## src/rtl/nn_param_streamer_if.sv

```systemverilog
// Memory read port plus the network-facing load/stream port of nn_param_streamer.
// master: the streamer (issues reads, drives the network strobes).
// slave:  the memory/network side (returns read data, consumes strobes).
interface nn_param_streamer_if #(
  parameter int data_width = 16,
  parameter int ADDR_W     = 16
);
  logic                  mem_rd_en;
  logic [ADDR_W-1:0]     mem_addr;
  logic [31:0]           mem_rdata;
  logic [31:0]           weight_value;
  logic                  valid_weight;
  logic [31:0]           bias_value;
  logic                  valid_bias;
  logic [31:0]           layer_no;
  logic [31:0]           neuron_no;
  logic [data_width-1:0] my_input;
  logic                  valid_input;

  modport master (
    output mem_rd_en, mem_addr,
    input  mem_rdata,
    output weight_value, valid_weight,
    output bias_value, valid_bias,
    output layer_no, neuron_no,
    output my_input, valid_input
  );

  modport slave (
    input  mem_rd_en, mem_addr,
    output mem_rdata,
    input  weight_value, valid_weight,
    input  bias_value, valid_bias,
    input  layer_no, neuron_no,
    input  my_input, valid_input
  );
endinterface

```

## src/rtl/nn_param_streamer.sv

```systemverilog
// Streams one layer's weights/biases and then one image from a synchronous
// single-port memory into the network load port, without gaps.
//
// state | meaning
// IDLE  | waiting for start
// NSEL  | one bubble cycle; neuron_no/layer_no updated for the next burst
// WGT   | weight w of neuron n on the output (num_weights cycles)
// BIAS  | bias of neuron n on the output (one cycle)
// IGAP  | one bubble cycle before the image
// INP   | pixel w of the image on the output (num_weights cycles)
// FIN   | done pulse, busy drops
//
// Outputs are registered from the current state, so the strobe for a state
// appears one cycle after that state. Memory has one cycle of read latency,
// so each read is issued from the state two steps ahead (la below).
// start and abort are registered once before the FSM acts on them.
module nn_param_streamer #(
  parameter int data_width  = 16,
  parameter int num_weights = 784,
  parameter int no_neuron   = 30,
  parameter int layer_id    = 1,
  parameter int ADDR_W      = 16
) (
  input  logic              clk,
  input  logic              rst,
  input  logic              start,
  input  logic              skip_params,
  input  logic [ADDR_W-1:0] img_base,
  input  logic              abort,
  output logic              busy,
  output logic              done,
  nn_param_streamer_if.master bus
);

  localparam int W_W = $clog2(num_weights + 1);
  localparam int N_W = $clog2(no_neuron + 1);
  localparam logic [31:0] STRIDE   = 32'(num_weights + 1);
  localparam logic [31:0] BIAS_OFS = 32'(num_weights);

  typedef enum logic [2:0] {
    IDLE, NSEL, WGT, BIAS, IGAP, INP, FIN
  } state_t;

  typedef struct packed {
    state_t         st;
    logic [W_W-1:0] w;
    logic [N_W-1:0] n;
  } pos_t;

  state_t            state_q;
  logic [W_W-1:0]    w_q;
  logic [N_W-1:0]    n_q;
  logic              start_q;
  logic              abort_q;
  logic              skip_q;
  logic [ADDR_W-1:0] base_q;

  pos_t              cur;
  pos_t              nxt;
  pos_t              la;
  logic              la_rd;
  logic [ADDR_W-1:0] la_addr;
  logic [31:0]       nbase;
  logic              start_ok;

  // Free-running sequence once a load is in progress; IDLE and FIN fall back to IDLE.
  function automatic pos_t step(input pos_t p);
    pos_t r;
    r = p;
    case (p.st)
      NSEL: begin
        r.st = WGT;
        r.w  = '0;
      end
      WGT: begin
        if (p.w == W_W'(num_weights - 1)) r.st = BIAS;
        else r.w = p.w + 1'b1;
      end
      BIAS: begin
        if (p.n == N_W'(no_neuron - 1)) begin
          r.st = IGAP;
        end else begin
          r.st = NSEL;
          r.n  = p.n + 1'b1;
        end
      end
      IGAP: begin
        r.st = INP;
        r.w  = '0;
      end
      INP: begin
        if (p.w == W_W'(num_weights - 1)) r.st = FIN;
        else r.w = p.w + 1'b1;
      end
      default: r.st = IDLE;
    endcase
    return r;
  endfunction

  assign start_ok = start && !abort && (state_q == IDLE) && !start_q;

  // Next position, plus the one after it that decides which word to fetch now.
  always_comb begin
    cur = '{st: state_q, w: w_q, n: n_q};
    nxt = cur;
    if (abort_q) begin
      nxt.st = IDLE;
    end else if (state_q == IDLE) begin
      if (start_q) begin
        nxt.st = skip_q ? IGAP : NSEL;
        nxt.w  = '0;
        nxt.n  = '0;
      end
    end else begin
      nxt = step(cur);
    end
    la = step(nxt);

    nbase   = 32'(la.n) * STRIDE;
    la_rd   = 1'b0;
    la_addr = '0;
    case (la.st)
      WGT: begin
        la_rd   = 1'b1;
        la_addr = ADDR_W'(nbase + 32'(la.w));
      end
      BIAS: begin
        la_rd   = 1'b1;
        la_addr = ADDR_W'(nbase + BIAS_OFS);
      end
      INP: begin
        la_rd   = 1'b1;
        la_addr = base_q + ADDR_W'(la.w);
      end
      default: begin
        la_rd   = 1'b0;
        la_addr = '0;
      end
    endcase
  end

  // Sequencer state, request capture and all registered outputs.
  always_ff @(posedge clk or negedge rst) begin
    if (!rst) begin
      state_q          <= IDLE;
      w_q              <= '0;
      n_q              <= '0;
      start_q          <= 1'b0;
      abort_q          <= 1'b0;
      skip_q           <= 1'b0;
      base_q           <= '0;
      busy             <= 1'b0;
      done             <= 1'b0;
      bus.mem_rd_en    <= 1'b0;
      bus.mem_addr     <= '0;
      bus.weight_value <= '0;
      bus.valid_weight <= 1'b0;
      bus.bias_value   <= '0;
      bus.valid_bias   <= 1'b0;
      bus.layer_no     <= '0;
      bus.neuron_no    <= '0;
      bus.my_input     <= '0;
      bus.valid_input  <= 1'b0;
    end else begin
      abort_q <= abort;
      start_q <= start_ok;
      if (start_ok) begin
        skip_q <= skip_params;
        base_q <= img_base;
      end

      state_q <= nxt.st;
      w_q     <= nxt.w;
      n_q     <= nxt.n;
      busy    <= (nxt.st != IDLE);
      done    <= (state_q == FIN) && !abort_q;

      bus.mem_rd_en <= la_rd;
      if (la_rd) bus.mem_addr <= la_addr;

      bus.valid_weight <= (state_q == WGT) && !abort_q;
      if ((state_q == WGT) && !abort_q) bus.weight_value <= bus.mem_rdata;

      bus.valid_bias <= (state_q == BIAS) && !abort_q;
      if ((state_q == BIAS) && !abort_q) bus.bias_value <= bus.mem_rdata;

      bus.valid_input <= (state_q == INP) && !abort_q;
      if ((state_q == INP) && !abort_q) bus.my_input <= bus.mem_rdata[data_width-1:0];

      if ((state_q == NSEL) && !abort_q) begin
        bus.neuron_no <= 32'(n_q) + 32'd1;
        bus.layer_no  <= 32'(layer_id);
      end
    end
  end

endmodule

```

## src/flat_wrapper.sv

```systemverilog
// flat-port wrapper written by rule: the top's interface ports become plain ports
module nn_param_streamer_flat 
#(
  parameter int data_width  = 16,
  parameter int num_weights = 784,
  parameter int no_neuron   = 30,
  parameter int layer_id    = 1,
  parameter int ADDR_W      = 16
)
  (clk, rst, start, skip_params, img_base, abort, busy, done, bus_mem_rd_en, bus_mem_addr, bus_mem_rdata, bus_weight_value, bus_valid_weight, bus_bias_value, bus_valid_bias, bus_layer_no, bus_neuron_no, bus_my_input, bus_valid_input);
  nn_param_streamer_if #(.data_width(data_width), .ADDR_W(ADDR_W)) bus_i ();
  input  logic clk;
  input  logic rst;
  input  logic start;
  input  logic skip_params;
  input  logic [ADDR_W-1:0] img_base;
  input  logic abort;
  output logic busy;
  output logic done;
  output wire logic [$bits(bus_i.mem_rd_en)-1:0] bus_mem_rd_en;
  output wire logic [$bits(bus_i.mem_addr)-1:0] bus_mem_addr;
  input wire logic [$bits(bus_i.mem_rdata)-1:0] bus_mem_rdata;
  output wire logic [$bits(bus_i.weight_value)-1:0] bus_weight_value;
  output wire logic [$bits(bus_i.valid_weight)-1:0] bus_valid_weight;
  output wire logic [$bits(bus_i.bias_value)-1:0] bus_bias_value;
  output wire logic [$bits(bus_i.valid_bias)-1:0] bus_valid_bias;
  output wire logic [$bits(bus_i.layer_no)-1:0] bus_layer_no;
  output wire logic [$bits(bus_i.neuron_no)-1:0] bus_neuron_no;
  output wire logic [$bits(bus_i.my_input)-1:0] bus_my_input;
  output wire logic [$bits(bus_i.valid_input)-1:0] bus_valid_input;
  assign bus_mem_rd_en = bus_i.mem_rd_en;
  assign bus_mem_addr = bus_i.mem_addr;
  assign bus_i.mem_rdata = bus_mem_rdata;
  assign bus_weight_value = bus_i.weight_value;
  assign bus_valid_weight = bus_i.valid_weight;
  assign bus_bias_value = bus_i.bias_value;
  assign bus_valid_bias = bus_i.valid_bias;
  assign bus_layer_no = bus_i.layer_no;
  assign bus_neuron_no = bus_i.neuron_no;
  assign bus_my_input = bus_i.my_input;
  assign bus_valid_input = bus_i.valid_input;
  nn_param_streamer #(.data_width(data_width), .num_weights(num_weights), .no_neuron(no_neuron), .layer_id(layer_id), .ADDR_W(ADDR_W)) u_core (.clk(clk), .rst(rst), .start(start), .skip_params(skip_params), .img_base(img_base), .abort(abort), .busy(busy), .done(done), .bus(bus_i));
endmodule
```

## config.mk

```make
export PLATFORM = sky130hd
export DESIGN_NAME = nn_param_streamer_flat
export DESIGN_NICKNAME = d
export VERILOG_FILES = /design/src/rtl/nn_param_streamer_if.sv /design/src/rtl/nn_param_streamer.sv /design/src/flat_wrapper.sv
export SDC_FILE = /design/constraint.sdc
export NUM_CORES = 1
export LEC_CHECK = 0
export BUFFER_PORTS_ARGS = -buffer_cell sky130_fd_sc_hd__buf_2
export CAP_MARGIN = 15
export CELL_PAD_IN_SITES_DETAIL_PLACEMENT = 0
export CELL_PAD_IN_SITES_GLOBAL_PLACEMENT = 2
export CORE_MARGIN = 5
export CORE_UTILIZATION = 25
export CTS_BUF_LIST = sky130_fd_sc_hd__clkbuf_2 sky130_fd_sc_hd__clkbuf_4 sky130_fd_sc_hd__clkbuf_8
export DETAILED_ROUTE_END_ITERATION = 7
export GPL_TIMING_DRIVEN = 0
export PLACE_DENSITY = 0.64
export SYNTH_ARGS = -nofsm -noshare
export SYNTH_HDL_FRONTEND = slang
export SYNTH_SLANG_ARGS = --single-unit
```

## constraint.sdc

```tcl
create_clock -name clk -period 13.1 [get_ports clk]
set_clock_uncertainty 0.1 [all_clocks]
set_input_delay 2.62 -clock clk [delete_from_list [all_inputs] [get_ports clk]]
set_output_delay 2.62 -clock clk [all_outputs]
set_load 0.02 [all_outputs]
```

==> insert_results.sql <==
INSERT INTO impl_metrics (metric_group, metric, value, unit) VALUES
('outcome', 'status', 'finished, final reports clean', ''),
('route', 'detailed_route_via_count', '6922', ''),
('global_routing', 'grt.total_usage', '0.134', ''),
('cts', 'clk_pin_slew_worst_paths', '90', 'ps'),
('floorplanning', 'io_pins', '219', ''),
('synthesis', 'synth.avg_cell_area', '9.59', 'um2'),
('cts', 'clockRootBuffer', 'sky130_fd_sc_hd__clkbuf_8', ''),
('floorplanning', 'number_of_rows_in_the_core_area', '67', ''),
('synthesis', 'postSynth.topFlopCell', 'sky130_fd_sc_hd__dfrtp_1', ''),
('synthesis', 'synth_cell_type_count', '86', ''),
('synthesis', 'synth.ff_latch_count', '146', ''),
('run', 'max-cap-violations', '0', ''),
('critical_path', 'critical_path_peak_fanout', '10', ''),
('synthesis', 'netlist.area_leader.share', '0.431', ''),
('route', 'drt-total-wl', '25300', 'um'),
('critical_path', 'worst-endpoint-required', '13400', 'ps'),
('critical_path', 'capture_instance_of_the_worst_register_to_register_path', 'u_core.bus.mem_addr[12]', ''),
('critical_path', 'r2r-start', 'u_core.w_q[6]', ''),
('placed_design', 'gp_congestion', '0.797', ''),
('cells_and_area', 'num_antenna_cells', '0', ''),
('critical_path', 'timing_startpoint_of_the_critical_path', 'u_core.w_q[6]', ''),
('synthesis', 'post-synth-top-count-cell', 'sky130_fd_sc_hd__nand2_1', ''),
('cells_and_area', 'final_net_count', '1204', ''),
('global_routing', 'first_global_vias', '7017', ''),
('cts', 'cts.repair.resized', '0', ''),
('min_path', 'hold_path_end', 'u_core.bus.layer_no[0]', ''),
('floorplanning', 'area_of_the_core_region', '33500', 'um2'),
('synthesis', 'ys_top_cells_by_area', 'sky130_fd_sc_hd__dfrtp_1, sky130_fd_sc_hd__nand2_1, sky130_fd_sc_hd__mux2_2, sky130_fd_sc_hd__buf_4, sky130_fd_sc_hd__ha_1', ''),
('placed_design', 'hpwl', '19400', 'um'),
('floorplanning', 'initial_utilization', '0.253', ''),
('global_routing', 'grt_start_max_net_pins', '76', ''),
('critical_path', 'kind_of_critical_path', 'reg2reg', ''),
('power_and_ir_drop', 'leakage_power', '4.98', 'nW'),
('min_path', 'hold_path_depth', '1', ''),
('critical_path', 'ff2ff_path_depth', '29', ''),
('cts', 'cts_setup_buffers', '0', ''),
('cells_and_area', 'areaGrowthSynthToFinish', '23.4', '%'),
('min_path', 'hold_removal_path_class', 'reg2reg', ''),
('cts', 'postCtsHoldBufs', '0', ''),
('power_and_ir_drop', 'power.ir.vdd_worst', '0.0805', 'mV'),
('sta', 'max_slew_margin', '0.334', ''),
('critical_path', 'timing.critical_path.slowest_cell_delay', '570', 'ps'),
('sta', 'timing.final.max_slew_violations', '0', ''),
('route', 'detail_route.vias_per_cell', '4.38', ''),
('sta', 'report.final.hold_viol_count', '0', ''),
('sta', 'final_min_period_over_clock_period', '0.544', ''),
('power_and_ir_drop', 'power_density', '244', 'nW/um2'),
('critical_path', 'crit_path_frequent_cell', 'sky130_fd_sc_hd__a21o_1', ''),
('sta', 'fmax', '140', 'MHz'),
('critical_path', 'setup.worst_path.end_class', 'flop', ''),
('critical_path', 'timing.critical_path.slowest_stage_cell', 'sky130_fd_sc_hd__nor4b_2', ''),
('floorplanning', 'die_height', '194', 'um'),
('cts', 'cts-root-to-sink-buffers', '2', ''),
('sta', 'post-route-min-period', '7130', 'ps'),
('floorplanning', 'fp.dieArea', '37700', 'um2'),
('cells_and_area', 'drive_above_1_share', '0.304', ''),
('cts', 'tritoncts_clock_tree', 'yes', ''),
('route', 'detail_route.wl_per_cell', '16.0', 'um'),
('cells_and_area', 'post_route_utilization', '0.312', ''),
('route', 'firstDrtPassIters', '4', ''),
('critical_path', 'cp-start-kind', 'flop', ''),
('synthesis', 'yosys_warnings', '0', ''),
('sta', 'setup-tns-final', '0', 'ps'),
('sta', 'worst_slew_pin_slew', '996', 'ps'),
('synthesis', 'synth-async-reset-ratio', '1.00', ''),
('global_routing', 'grt_overflow_total', '0', ''),
('synthesis', 'syn-cell-area', '8470', 'um2'),
('cts', 'worst_skew_pair.late_latency', '480', 'ps'),
('synthesis', 'synth_area_leader_cell', 'sky130_fd_sc_hd__dfrtp_1', ''),
('power_and_ir_drop', 'p_total', '2.55', 'mW'),
('sta', 'setup_repair_after_global_routing_missed_its_margin', 'no', '');
-- where the power goes --
group	total [mW]	leakage, nW	switching, mW	internal (mW)
clock	0.342	0.175	0.203	0.138
combinational	1.46	3.02	0.921	0.542
sequential	0.743	1.78	0.108	0.635
-- registers in the layout, summed over array words and instances, names as in the netlist, 3 cells and up --
name                     count
u_core.bus.neuron_no         6
u_core.state_q               3
u_core.bus.mem_addr         16
u_core.bus.my_input         16
u_core.base_q               16
u_core.n_q                   5
u_core.bus.weight_value     32
u_core.bus.bias_value       32
u_core.w_q                  10
-- how the worst max path moves through the flow --
stage                                          to  slack [ps]
after CTS                 u_core.bus.mem_addr[12]        5970
after global routing      u_core.bus.mem_addr[12]        5440
after global placement    u_core.bus.mem_addr[12]        5900
after floorplan           u_core.bus.mem_addr[12]        7300
final                     u_core.bus.mem_addr[12]        5970
after detailed placement  u_core.bus.mem_addr[12]        6020
-- area by class of cell --
class	instances	area [um2]
multi-input cells	671	4340
clock inverters	14	124
plain buffers	96	597
well taps	448	561
clock buffers	18	241
repair buffers	162	843
inverters	27	101
fillers	3594	23100
flip-flops and latches	146	3650
-- cells in the final DEF (no fill, tap or decap), types with 7 or more instances in the layout --
master / synthesis / final
sky130_fd_sc_hd__xnor2_1: 29 / 29
sky130_fd_sc_hd__clkbuf_1: 25 / 25
sky130_fd_sc_hd__o21ai_0: 32 / 32
sky130_fd_sc_hd__inv_1: 25 / 25
sky130_fd_sc_hd__buf_2: 6 / 166
sky130_fd_sc_hd__clkbuf_8: 0 / 17
sky130_fd_sc_hd__nand2_1: 184 / 184
sky130_fd_sc_hd__or3_1: 8 / 8
sky130_fd_sc_hd__mux2_2: 57 / 57
sky130_fd_sc_hd__nand4_1: 8 / 8
sky130_fd_sc_hd__xor2_1: 9 / 9
sky130_fd_sc_hd__conb_1: 1 / 57
sky130_fd_sc_hd__nor2b_1: 11 / 11
sky130_fd_sc_hd__buf_4: 57 / 57
sky130_fd_sc_hd__dfrtp_1: 146 / 146
sky130_fd_sc_hd__a31oi_1: 9 / 9
sky130_fd_sc_hd__nand2b_1: 10 / 10
sky130_fd_sc_hd__nor2_1: 31 / 31
sky130_fd_sc_hd__nor3_1: 19 / 19
sky130_fd_sc_hd__o31ai_1: 7 / 7
sky130_fd_sc_hd__a21oi_1: 23 / 23
sky130_fd_sc_hd__ha_1: 29 / 29
sky130_fd_sc_hd__nand3_1: 17 / 17
-- per-layer routing --
layer / track usage / routed length (um)
met3: 0.0302 / 1280
met5: 0 / 0
met4: 0.0370 / 329
met1: 0.188 / 12500
met2: 0.207 / 11200
-- critical path, delay by kind of cell, from the launching register on --
family | cells | cell delay [ps]
AOI/OAI and AO/OA | 11 | 1900
adders and majority gates | 3 | 820
buffers and inverters | 3 | 540
DFF | 1 | 380
muxes | 1 | 200
and+or+nand+nor | 11 | 3100
-- through the flow --
step	hold WS, ps	instance area (um2)	cells	setup slack, ps
floorplan	340	8680	940	7300
detailed placement	357	10100	1550	6020
global route	391	10500	1582	5440
finish	370	10500	1582	5970
global placement	350	10100	1549	5900
CTS	379	10500	1582	5970
-- logic make-up after synthesis --
kind of cell             Yosys count  synth area share
adder cells (fa/ha/maj)           32            0.0475
AND/OR/NAND/NOR                  330             0.186
multiplexers                      65            0.0862
other                              1          0.000443
XOR/XNOR                          38            0.0393
flip-flops                       146             0.431
buffers and inverters            123            0.0824
AO/OA/AOI/OAI                    149             0.127
(Power assumes the default switching activity.)
